## src/rtl/mult5_fault_campaign.sv

```systemverilog
// Fault-campaign controller for a 5x5 multiplier: walks every fault site with stuck-at-0/1,
// sweeps operand pairs until the product diverges from golden, and reports one result per fault.
module mult5_fault_campaign #(
  parameter int NUM_SITES = 51
) (
  input  logic        clk,
  input  logic        rst_n,
  input  logic        start,
  output logic        busy,
  output logic        done,
  output logic [4:0]  mut_a,
  output logic [4:0]  mut_b,
  output logic [50:0] mut_fault_places,
  output logic [50:0] mut_fault_control,
  input  logic [9:0]  mut_out,
  output logic        res_valid,
  input  logic        res_ready,
  output logic [5:0]  res_site,
  output logic        res_stuck,
  output logic        res_detected,
  output logic [9:0]  res_vec,
  output logic [6:0]  det_count
);

  typedef enum logic [2:0] {IDLE, APPLY, CHECK, REPORT, DONE} state_e;

  state_e      state_q, state_d;
  logic [9:0]  v_q, v_d;
  logic [5:0]  site_q, site_d;
  logic        stuck_q, stuck_d;
  logic [6:0]  det_q, det_d;
  logic        detected_q, detected_d;
  logic [9:0]  vec_q, vec_d;
  logic [4:0]  a_q, b_q;
  logic [50:0] places_q, control_q;
  logic [9:0]  golden_q;
  logic [50:0] onehot_d;
  logic        last_fault;

  assign last_fault = (site_q == 6'(NUM_SITES - 1)) && stuck_q;
  assign onehot_d   = 51'(1) << site_d;

  always_comb begin
    state_d    = state_q;
    v_d        = v_q;
    site_d     = site_q;
    stuck_d    = stuck_q;
    det_d      = det_q;
    detected_d = detected_q;
    vec_d      = vec_q;
    case (state_q)
      IDLE: begin
        if (start) begin
          state_d = APPLY;
          v_d     = '0;
          site_d  = '0;
          stuck_d = 1'b0;
          det_d   = '0;
        end
      end
      APPLY: state_d = CHECK;
      CHECK: begin
        if (mut_out != golden_q) begin
          detected_d = 1'b1;
          vec_d      = v_q;
          det_d      = det_q + 7'd1;
          state_d    = REPORT;
        end else if (v_q == 10'h3FF) begin
          detected_d = 1'b0;
          vec_d      = 10'h3FF;
          state_d    = REPORT;
        end else begin
          v_d     = v_q + 10'd1;
          state_d = APPLY;
        end
      end
      REPORT: begin
        if (res_ready) begin
          if (last_fault) begin
            state_d = DONE;
          end else begin
            if (stuck_q) begin
              stuck_d = 1'b0;
              site_d  = site_q + 6'd1;
            end else begin
              stuck_d = 1'b1;
            end
            v_d     = '0;
            state_d = APPLY;
          end
        end
      end
      DONE:    state_d = IDLE;
      default: state_d = IDLE;
    endcase
  end

  always_ff @(posedge clk or negedge rst_n) begin
    if (!rst_n) begin
      state_q    <= IDLE;
      v_q        <= '0;
      site_q     <= '0;
      stuck_q    <= 1'b0;
      det_q      <= '0;
      detected_q <= 1'b0;
      vec_q      <= '0;
    end else begin
      state_q    <= state_d;
      v_q        <= v_d;
      site_q     <= site_d;
      stuck_q    <= stuck_d;
      det_q      <= det_d;
      detected_q <= detected_d;
      vec_q      <= vec_d;
    end
  end

  // Operands, fault select and golden product load together on APPLY entry so mut_out
  // settles for a whole cycle before CHECK compares it against a matching golden value.
  always_ff @(posedge clk or negedge rst_n) begin
    if (!rst_n) begin
      a_q       <= '0;
      b_q       <= '0;
      places_q  <= '0;
      control_q <= '0;
      golden_q  <= '0;
    end else if (state_d == APPLY) begin
      a_q       <= v_d[4:0];
      b_q       <= v_d[9:5];
      places_q  <= onehot_d;
      control_q <= stuck_d ? onehot_d : '0;
      golden_q  <= 10'(v_d[4:0]) * 10'(v_d[9:5]);
    end else if (state_d == IDLE) begin
      a_q       <= '0;
      b_q       <= '0;
      places_q  <= '0;
      control_q <= '0;
      golden_q  <= '0;
    end
  end

  assign busy              = (state_q != IDLE);
  assign done              = (state_q == DONE);
  assign res_valid         = (state_q == REPORT);
  assign mut_a             = a_q;
  assign mut_b             = b_q;
  assign mut_fault_places  = places_q;
  assign mut_fault_control = control_q;
  assign res_site          = site_q;
  assign res_stuck         = stuck_q;
  assign res_detected      = detected_q;
  assign res_vec           = vec_q;
  assign det_count         = det_q;

endmodule
```

## config.mk

```make
export PLATFORM = sky130hd
export DESIGN_NAME = mult5_fault_campaign
export DESIGN_NICKNAME = d
export VERILOG_FILES = /design/src/rtl/mult5_fault_campaign.sv
export SDC_FILE = /design/constraint.sdc
export NUM_CORES = 1
export LEC_CHECK = 0
export BUFFER_PORTS_ARGS = -buffer_cell sky130_fd_sc_hd__buf_2
export CORE_MARGIN = 5
export CORE_UTILIZATION = 57
export CTS_CLUSTER_DIAMETER = 200
export CTS_CLUSTER_SIZE = 24
export DETAILED_ROUTE_END_ITERATION = 6
export PLACE_DENSITY = 0.91
export SKIP_CTS_REPAIR_TIMING = 1
export SYNTH_ARGS = -nofsm -noshare
export SYNTH_HDL_FRONTEND = slang
export SYNTH_SLANG_ARGS = --single-unit
```

## constraint.sdc

```tcl
create_clock -name clk -period 9.5 [get_ports clk]
set_input_delay 0.95 -clock clk [delete_from_list [all_inputs] [get_ports clk]]
set_output_delay 0.95 -clock clk [all_outputs]
set_load 0.02 [all_outputs]
```

==> results of run 1 <==
-- worst min-delay path: stages, from the launching register on --
cell	delay [ns]
sky130_fd_sc_hd__dfrtp_1	0.34
sky130_fd_sc_hd__nand2_1	0.04
sky130_fd_sc_hd__o21ai_0	0.06
-- layer usage --
| layer | global-route usage (%) | routed length [um] | share of wire, % |
|---|---|---|---|
| met4 | 11.1 | 656 | 3.3 |
| met2 | 41.7 | 9670 | 49 |
| met5 | 0 | 0 | 0 |
| met3 | 5.80 | 1420 | 7.2 |
| met1 | 33.0 | 7960 | 40 |
-- kinds of logic (layout without fill, tap and decap cells) --
group | Yosys count | in the layout | synth area share (%)
flip-flops | 160 | 160 | 52.6
multiplexers | 6 | 6 | 0.872
buffers and inverters | 69 | 222 | 4.06
AO/OA/AOI/OAI | 192 | 192 | 16.6
adder cells (fa/ha/maj) | 31 | 31 | 5.99
AND/OR/NAND/NOR | 264 | 264 | 17.2
XOR/XNOR | 23 | 23 | 2.65
-- how the worst min path moves through the flow --
| stage | slack [ns] | to | depth (start not counted) |
|---|---|---|---|
| 6_report | 0.47 | mut_fault_places[20]$_DFFE_PN0P_ | 2 |
| 5_1_grt | 0.50 | mut_fault_control[27]$_DFFE_PN0P_ | 2 |
| 4_1_cts | 0.48 | mut_fault_places[20]$_DFFE_PN0P_ | 2 |
| 3_5_place_dp | 0.46 | mut_a[0]$_DFFE_PN0P_ | 1 |
| 3_3_place_gp | 0.46 | mut_fault_places[36]$_DFFE_PN0P_ | 2 |
| 2_1_floorplan | 0.48 | golden_q[3]$_DFFE_PN0P_ | 2 |
-- cells in the mapped netlist (3+ instances only) --
library cell | n | area share (%)
sky130_fd_sc_hd__o211ai_1 | 4 | 0.39
sky130_fd_sc_hd__xor2_1 | 17 | 2.0
sky130_fd_sc_hd__o22ai_1 | 4 | 0.33
sky130_fd_sc_hd__nor2_1 | 33 | 1.6
sky130_fd_sc_hd__a21oi_1 | 12 | 0.79
sky130_fd_sc_hd__nand2b_1 | 11 | 0.90
sky130_fd_sc_hd__o22a_1 | 10 | 1.2
sky130_fd_sc_hd__nand3_1 | 13 | 0.86
sky130_fd_sc_hd__clkbuf_1 | 9 | 0.44
sky130_fd_sc_hd__o21ai_1 | 17 | 1.1
sky130_fd_sc_hd__nand2_1 | 141 | 7.0
sky130_fd_sc_hd__dfrtp_1 | 160 | 53
sky130_fd_sc_hd__o21a_1 | 4 | 0.39
sky130_fd_sc_hd__nand4_1 | 8 | 0.66
sky130_fd_sc_hd__o21ai_0 | 81 | 5.3
sky130_fd_sc_hd__mux2i_1 | 3 | 0.39
sky130_fd_sc_hd__a32o_1 | 5 | 0.66
sky130_fd_sc_hd__a22o_1 | 31 | 3.6
sky130_fd_sc_hd__or3_1 | 5 | 0.41
sky130_fd_sc_hd__ha_1 | 22 | 3.6
sky130_fd_sc_hd__and2_1 | 12 | 0.99
sky130_fd_sc_hd__nor2b_1 | 5 | 0.41
sky130_fd_sc_hd__buf_2 | 21 | 1.4
sky130_fd_sc_hd__and3_1 | 6 | 0.49
sky130_fd_sc_hd__xnor2_1 | 6 | 0.69
sky130_fd_sc_hd__fa_1 | 9 | 2.4
sky130_fd_sc_hd__a21o_1 | 3 | 0.30
sky130_fd_sc_hd__inv_1 | 32 | 1.6
sky130_fd_sc_hd__a22oi_1 | 3 | 0.30
sky130_fd_sc_hd__nor3_1 | 10 | 0.66
-- final cells by class --
cell class                 count  share of cell area [%]
multi-input combinational    516                    36.6
inverter                      34                    1.41
clock inverter                14                    1.65
timing repair buffer         156                    8.80
sequential                   160                    44.4
clock buffer                  18                    4.76
tap                          176                    2.44
-- power by group through the flow --
stage          Combinational [mW]  Sequential, mW  Clock, mW
6_report                    0.554           0.795      0.670
5_1_grt                     0.604           0.804      0.705
4_1_cts                     0.554           0.795      0.676
3_5_place_dp                0.552           0.807          0
3_3_place_gp                0.546           0.803          0
2_1_floorplan               0.355           0.848          0
-- state kept, by name, indices dropped and copies added (netlist names) --
name / cells
golden_q: 10
mut_b: 5
mut_a: 5
mut_fault_places: 51
state_q: 3
res_detected: 1
mut_fault_control: 51
det_count: 7
res_stuck: 1
res_site: 6
v_q: 10
res_vec: 10
-- through the flow --
step	total power [mW]	std cells	hold WS (ns)	area (um^2)
floorplan	1.20	745	0.475	7610
global placement	1.35	1042	0.456	8450
detailed placement	1.36	1042	0.462	8450
CTS	2.03	1074	0.480	9020
global route	2.11	1074	0.504	9020
finish	2.02	1074	0.473	9020
==> flow_summary.toml, run 1 <==
[run_status]
outcome = "finished clean"

[place]
io_buffers = 153
place_congestion = 0.911
dp_hpwl_mm = 13.8
placement.setup.worst_slack_ns = 3.63

[power_and_ir_drop]
power.combinational.fraction_pct = 27.4
clock_power_share_pct = 33.2
part_of_the_power_in_registers_pct = 39.4
power_report.internal_total_mw = 1.25
vdd.ir_drop.worst_mv = 0.197
power.net_switching_uw = 765
p_leak_nw = 4.61
p_sw_share_pct = 37.9
pwr_per_cell_area_nw_per_um2 = 224

[detailed_routing]
antenna_left = 0
drt_iter0_drc = 591
routed_wl_mm = 19.7
routed-via-count = 6325
post_drt_via_cell_ratio = 5.89
post_drt_wl_per_cell_um = 18.4
detailedRoute.firstPassIterationCount = 7
route.detailed.drc = 0

[floorplanning]
die_area_um2 = 15800
die_width_um = 126
number_of_standard_cell_rows_in_the_floorplan = 42
die_y_um = 126
io_pins = 154
initial_core_util_pct = 57.9
floorplan.core_area_um2 = 13100

[critical_path]
start_kind = "input port"
crit_path_start = "mut_out[8]"
most_frequent_cell_on_the_critical_path = "sky130_fd_sc_hd__fa_1"
cp.required_ns = 9.82
slack_of_the_worst_reg_to_reg_path_ns = 4.12
reg2reg_from = "res_site[0]$_DFF_PN0_"
ff2ff_path_depth = 18
critical_path.endpoint_type = "flop"
cp_cell_sequence = "buf_2, xor2_1, nor4_4, and4_1, a21oi_1, a211oi_2, nand2b_1, fa_1, fa_1, fa_1, inv_1, ha_1, nor2b_1, nor3_1, o21bai_1, a21oi_1, xor2_1, o21ai_1"
worst_setup_path_endpoint = "golden_q[8]$_DFFE_PN0P_"
setup.worst_path.class = "in2reg"
critical_path_top_delay_cell = "sky130_fd_sc_hd__fa_1"
cp_max_fo = 10
critical_path_depth = 18
arrival_ns = 5.78
critPathMaxStageDelay_ns = 0.55
worstReg2RegEnd = "golden_q[8]$_DFFE_PN0P_"
worstPathBufferInverterCount = 2
family_of_cells_with_the_greatest_summed_delay_on_the_critical_path = "adder cells"

[clock_network]
cts_buffer_depth = 2
clockRootBuffer = "sky130_fd_sc_hd__clkbuf_16"
tritoncts_num_sinks = 160
tritoncts = "done"
numCtsBuffers = 17
cts-htree-levels = 4
clkSlewWorstSetupHoldPaths_ns = 0.07
worstSkewPairLatency_ns = 0.43

[global_routing]
largest_net_degree_at_the_start_of_global_routing = 116
initial_antenna_violation_count = 0
grt_pass1_vias = 6192
wire_length_of_the_first_global_routing_pass_mm = 32.2
grt_overflow = 0
globalRouteTotalUtil_pct = 25.6

[layout]
area_taken_by_flip_flops_and_latches_um2 = 4000
num-fill-cells = 988
final_core_utilization_pct = 68.7
drive_gt1_share_pct = 23.3
antenna_cells = 0
nNetsFinal = 930
most_frequent_cells_in_the_layout = "sky130_fd_sc_hd__dfrtp_1, sky130_fd_sc_hd__buf_2, sky130_fd_sc_hd__nand2_1"
mostFrequentLayoutCell = "sky130_fd_sc_hd__dfrtp_1"
area_added_between_synthesis_and_finish_pct = 18.7
multi_input_area_um2 = 3300

[sta]
setup_viol = 0
setup_repair_after_global_routing_missed_its_margin = "false"
finalWorstSetupSlack_ns = 4.03
fin_setup_tns_ns = 0
final.period_utilization_pct = 57.5
maxSlewHeadroom_pct = 23.5
max_slew.worst_pin.slew_ns = 1.15
fin_crit_ns = 5.47
timing_hold_violations_final = 0
final.setup_skew_ns = 0.0121
fmax_ghz = 0.183
final-max-slew-violation-count = 0

[synthesis]
syn_area_per_cell_um2 = 10.2
dominantRegCellSynth = "sky130_fd_sc_hd__dfrtp_1"
synth_seq_area_share_pct = 52.6
syn-cell-area_um2 = 7610
synthCells = 745
asr_flop_ratio_synth_pct = 100
ys_warn_count = 0
yosys_register_bits = 160
synth-edff-count = 0
mappedNetlistNets = 790
yosys.cell_types.count = 64

[flow_run]
maxCapViolCount = 0

[min_path]
timing.hold.worst.start = "mut_fault_places[20]$_DFFE_PN0P_"
min_delay_worst_type = "reg2reg"
(Power assumes the default switching activity.)
==> run 2, diff against run 1 <==
--- a/config.mk
+++ b/config.mk
@@ -7,11 +7,11 @@
 export LEC_CHECK = 0
 export BUFFER_PORTS_ARGS = -buffer_cell sky130_fd_sc_hd__buf_2
 export CORE_MARGIN = 5
-export CORE_UTILIZATION = 57
+export CORE_UTILIZATION = 50
 export CTS_CLUSTER_DIAMETER = 200
 export CTS_CLUSTER_SIZE = 24
 export DETAILED_ROUTE_END_ITERATION = 6
-export PLACE_DENSITY = 0.91
+export PLACE_DENSITY = 0.86
 export SKIP_CTS_REPAIR_TIMING = 1
 export SYNTH_ARGS = -nofsm -noshare
 export SYNTH_HDL_FRONTEND = slang
==> constraint.sdc (replaced) <==
create_clock -name clk -period 4.75 [get_ports clk]
set_input_delay 0.475 -clock clk [delete_from_list [all_inputs] [get_ports clk]]
set_output_delay 0.475 -clock clk [all_outputs]
set_load 0.02 [all_outputs]
==> run 2 against run 1 <==
Worst hold slack lost 0.42 ns. First-iteration DRC count shrank 3.4%. Non-clock buffer count grew 41. Flip-flop and latch count is the same. Via count grew 1.1%. Global-route usage shrank 2.7 points. Utilization shrank 5.6 points. Combinational power grew 120%. Clock-buffer cell count shrank 1.
==> flow_summary.toml, run 2 (synthesis results as in run 1) <==
[flow_run]
maxCapViolCount = 0

[detailed_routing]
detailedRoute.firstPassIterationCount = 5
post_drt_wl_per_cell_um = 18.2
antenna_left = 0
post_drt_via_cell_ratio = 5.67
drt_iter0_drc = 571
route.detailed.drc = 0
routed_wl_mm = 20.5
routed-via-count = 6392

[global_routing]
grt_pass1_vias = 6258
grt_overflow = 0
wire_length_of_the_first_global_routing_pass_mm = 32.5
initial_antenna_violation_count = 0
globalRouteTotalUtil_pct = 22.9
largest_net_degree_at_the_start_of_global_routing = 108

[floorplanning]
die_area_um2 = 17800
die_width_um = 133
number_of_standard_cell_rows_in_the_floorplan = 45
initial_core_util_pct = 50.6
die_y_um = 133
floorplan.core_area_um2 = 15000
io_pins = 154

[sta]
final-max-slew-violation-count = 0
maxSlewHeadroom_pct = 40.6
timing_hold_violations_final = 0
setup_repair_after_global_routing_missed_its_margin = "true"
setup_viol = 0
fmax_ghz = 0.211
final.period_utilization_pct = 99.5
max_slew.worst_pin.slew_ns = 0.882
fin_crit_ns = 4.73
final.setup_skew_ns = 0.0107

[run_status]
outcome = "finished clean"

[critical_path]
start_kind = "flop"
critPathMaxStageDelay_ns = 0.54
critical_path.endpoint_type = "flop"
cp_max_fo = 4
setup.worst_path.class = "reg2reg"
critical_path_top_delay_cell = "sky130_fd_sc_hd__fa_1"
cp.required_ns = 5.07
most_frequent_cell_on_the_critical_path = "sky130_fd_sc_hd__fa_1"
cp_cell_sequence = "xor2_1, nor4_4, buf_4, nand3_1, nor3_1, o22ai_1, inv_1, nand2b_4, fa_1, fa_1, fa_1, inv_2, ha_4, nand3_2, o211ai_1, buf_4, nor2_2, xnor2_1, a22o_1"
arrival_ns = 5.05

[layout]
area_added_between_synthesis_and_finish_pct = 24.8
non_filler_cells_in_the_finished_layout = 1127
nNetsFinal = 971
drive_gt1_share_pct = 28.8
layout.cell_area.non_filler_um2 = 9490
antenna_cells = 0
mostFrequentLayoutCell = "sky130_fd_sc_hd__dfrtp_1"
most_frequent_cells_in_the_layout = "sky130_fd_sc_hd__dfrtp_1, sky130_fd_sc_hd__buf_2, sky130_fd_sc_hd__nand2_1"

[place]
io_buffers = 153
dp_hpwl_mm = 14.4
postPlaceCellArea_um2 = 8780
place_congestion = 0.902
post-place-cells = 1090

[clock_network]
cts-htree-levels = 4
tritoncts_num_sinks = 160
numCtsBuffers = 17
worstSkewPairLatency_ns = 0.43
clockRootBuffer = "sky130_fd_sc_hd__clkbuf_16"
tritoncts = "done"
clkSlewWorstSetupHoldPaths_ns = 0.07
cts_buffer_depth = 2

[power_and_ir_drop]
p_leak_nw = 4.87
pwr_per_cell_area_nw_per_um2 = 439
vdd.ir_drop.worst_mv = 0.433

[min_path]
min_delay_worst_type = "in2async"
-- run 2: cell count changes in the layout (fill, tap and decap cells not counted), moves of 3 or more --
cell,previous run,this run
sky130_fd_sc_hd__clkinv_8,0,4
sky130_fd_sc_hd__nand2b_4,0,3
sky130_fd_sc_hd__ha_1,22,19
sky130_fd_sc_hd__buf_4,3,43
sky130_fd_sc_hd__nand2b_1,11,8
sky130_fd_sc_hd__clkinvlp_4,4,1
-- run 2: per-layer routing --
metal	GRT usage (%)	wire, um	vias to the layer above
met4	7.37	387	0
met2	38.2	10200	267
li1	-	-	2959
met5	0	0	-
met3	5.70	1440	30
met1	29.6	8500	3136
-- run 2: per-stage QoR --
| stage | setup TNS, ns | hold slack [ns] | setup slack (ns) | util [%] | total power [mW] |
|---|---|---|---|---|---|
| global route | -0.430 | 0.117 | -0.160 | 63.1 | 4.36 |
| finish | 0 | 0.0506 | 0.0215 | 63.1 | 4.16 |
| floorplan | 0 | 0.179 | 0.0102 | - | 2.42 |
| CTS | -0.102 | 0.0904 | -0.0585 | 62.4 | 4.17 |
| detailed placement | -0.473 | 0.466 | -0.213 | 58.4 | 2.79 |
| global placement | -0.142 | 0.455 | -0.0837 | 58.4 | 2.77 |
-- run 2: worst max-delay path, delay by kind of cell, from the launching register on --
family	cells	cell delay, ns
AND/OR/NAND/NOR	6	0.91
XOR/XNOR	2	0.33
flip-flops	1	0.40
adder cells (fa/ha/maj)	4	1.88
buffers and inverters	4	0.53
AO/OA/AOI/OAI	3	0.56
-- run 2: layout make-up --
cell class / count / area, um^2
clock buffers: 17 / 425
clock inverters: 15 / 180
fillers: 1174 / 5540
inverters: 34 / 128
multi-input cells: 516 / 3400
flip-flops and latches: 160 / 4010
well taps: 188 / 235
repair buffers: 197 / 1110
-- run 2: worst paths after layout --
kind / cells past startpoint / start / slack, ns / end
setup / recovery: 19 / golden_q[4]$_DFFE_PN0P_ / 0.02 / golden_q[7]$_DFFE_PN0P_
hold / removal: 1 / rst_n / 0.05 / mut_fault_places[22]$_DFFE_PN0P_
setup reg to reg: 19 / golden_q[4]$_DFFE_PN0P_ / 0.02 / golden_q[7]$_DFFE_PN0P_
hold reg to reg: 2 / mut_fault_places[38]$_DFFE_PN0P_ / 0.48 / mut_fault_places[38]$_DFFE_PN0P_
max in group asynchronous: 2 / rst_n / 3.57 / mut_fault_places[41]$_DFFE_PN0P_
min in group clk: 3 / start / 0.34 / state_q[0]$_DFF_PN0_
-- run 2: report_power, final --
group | internal [mW] | switching, mW
Combinational | 0.354 | 0.860
Sequential | 1.47 | 0.0968
Clock | 0.716 | 0.662
Total | 2.55 | 1.62
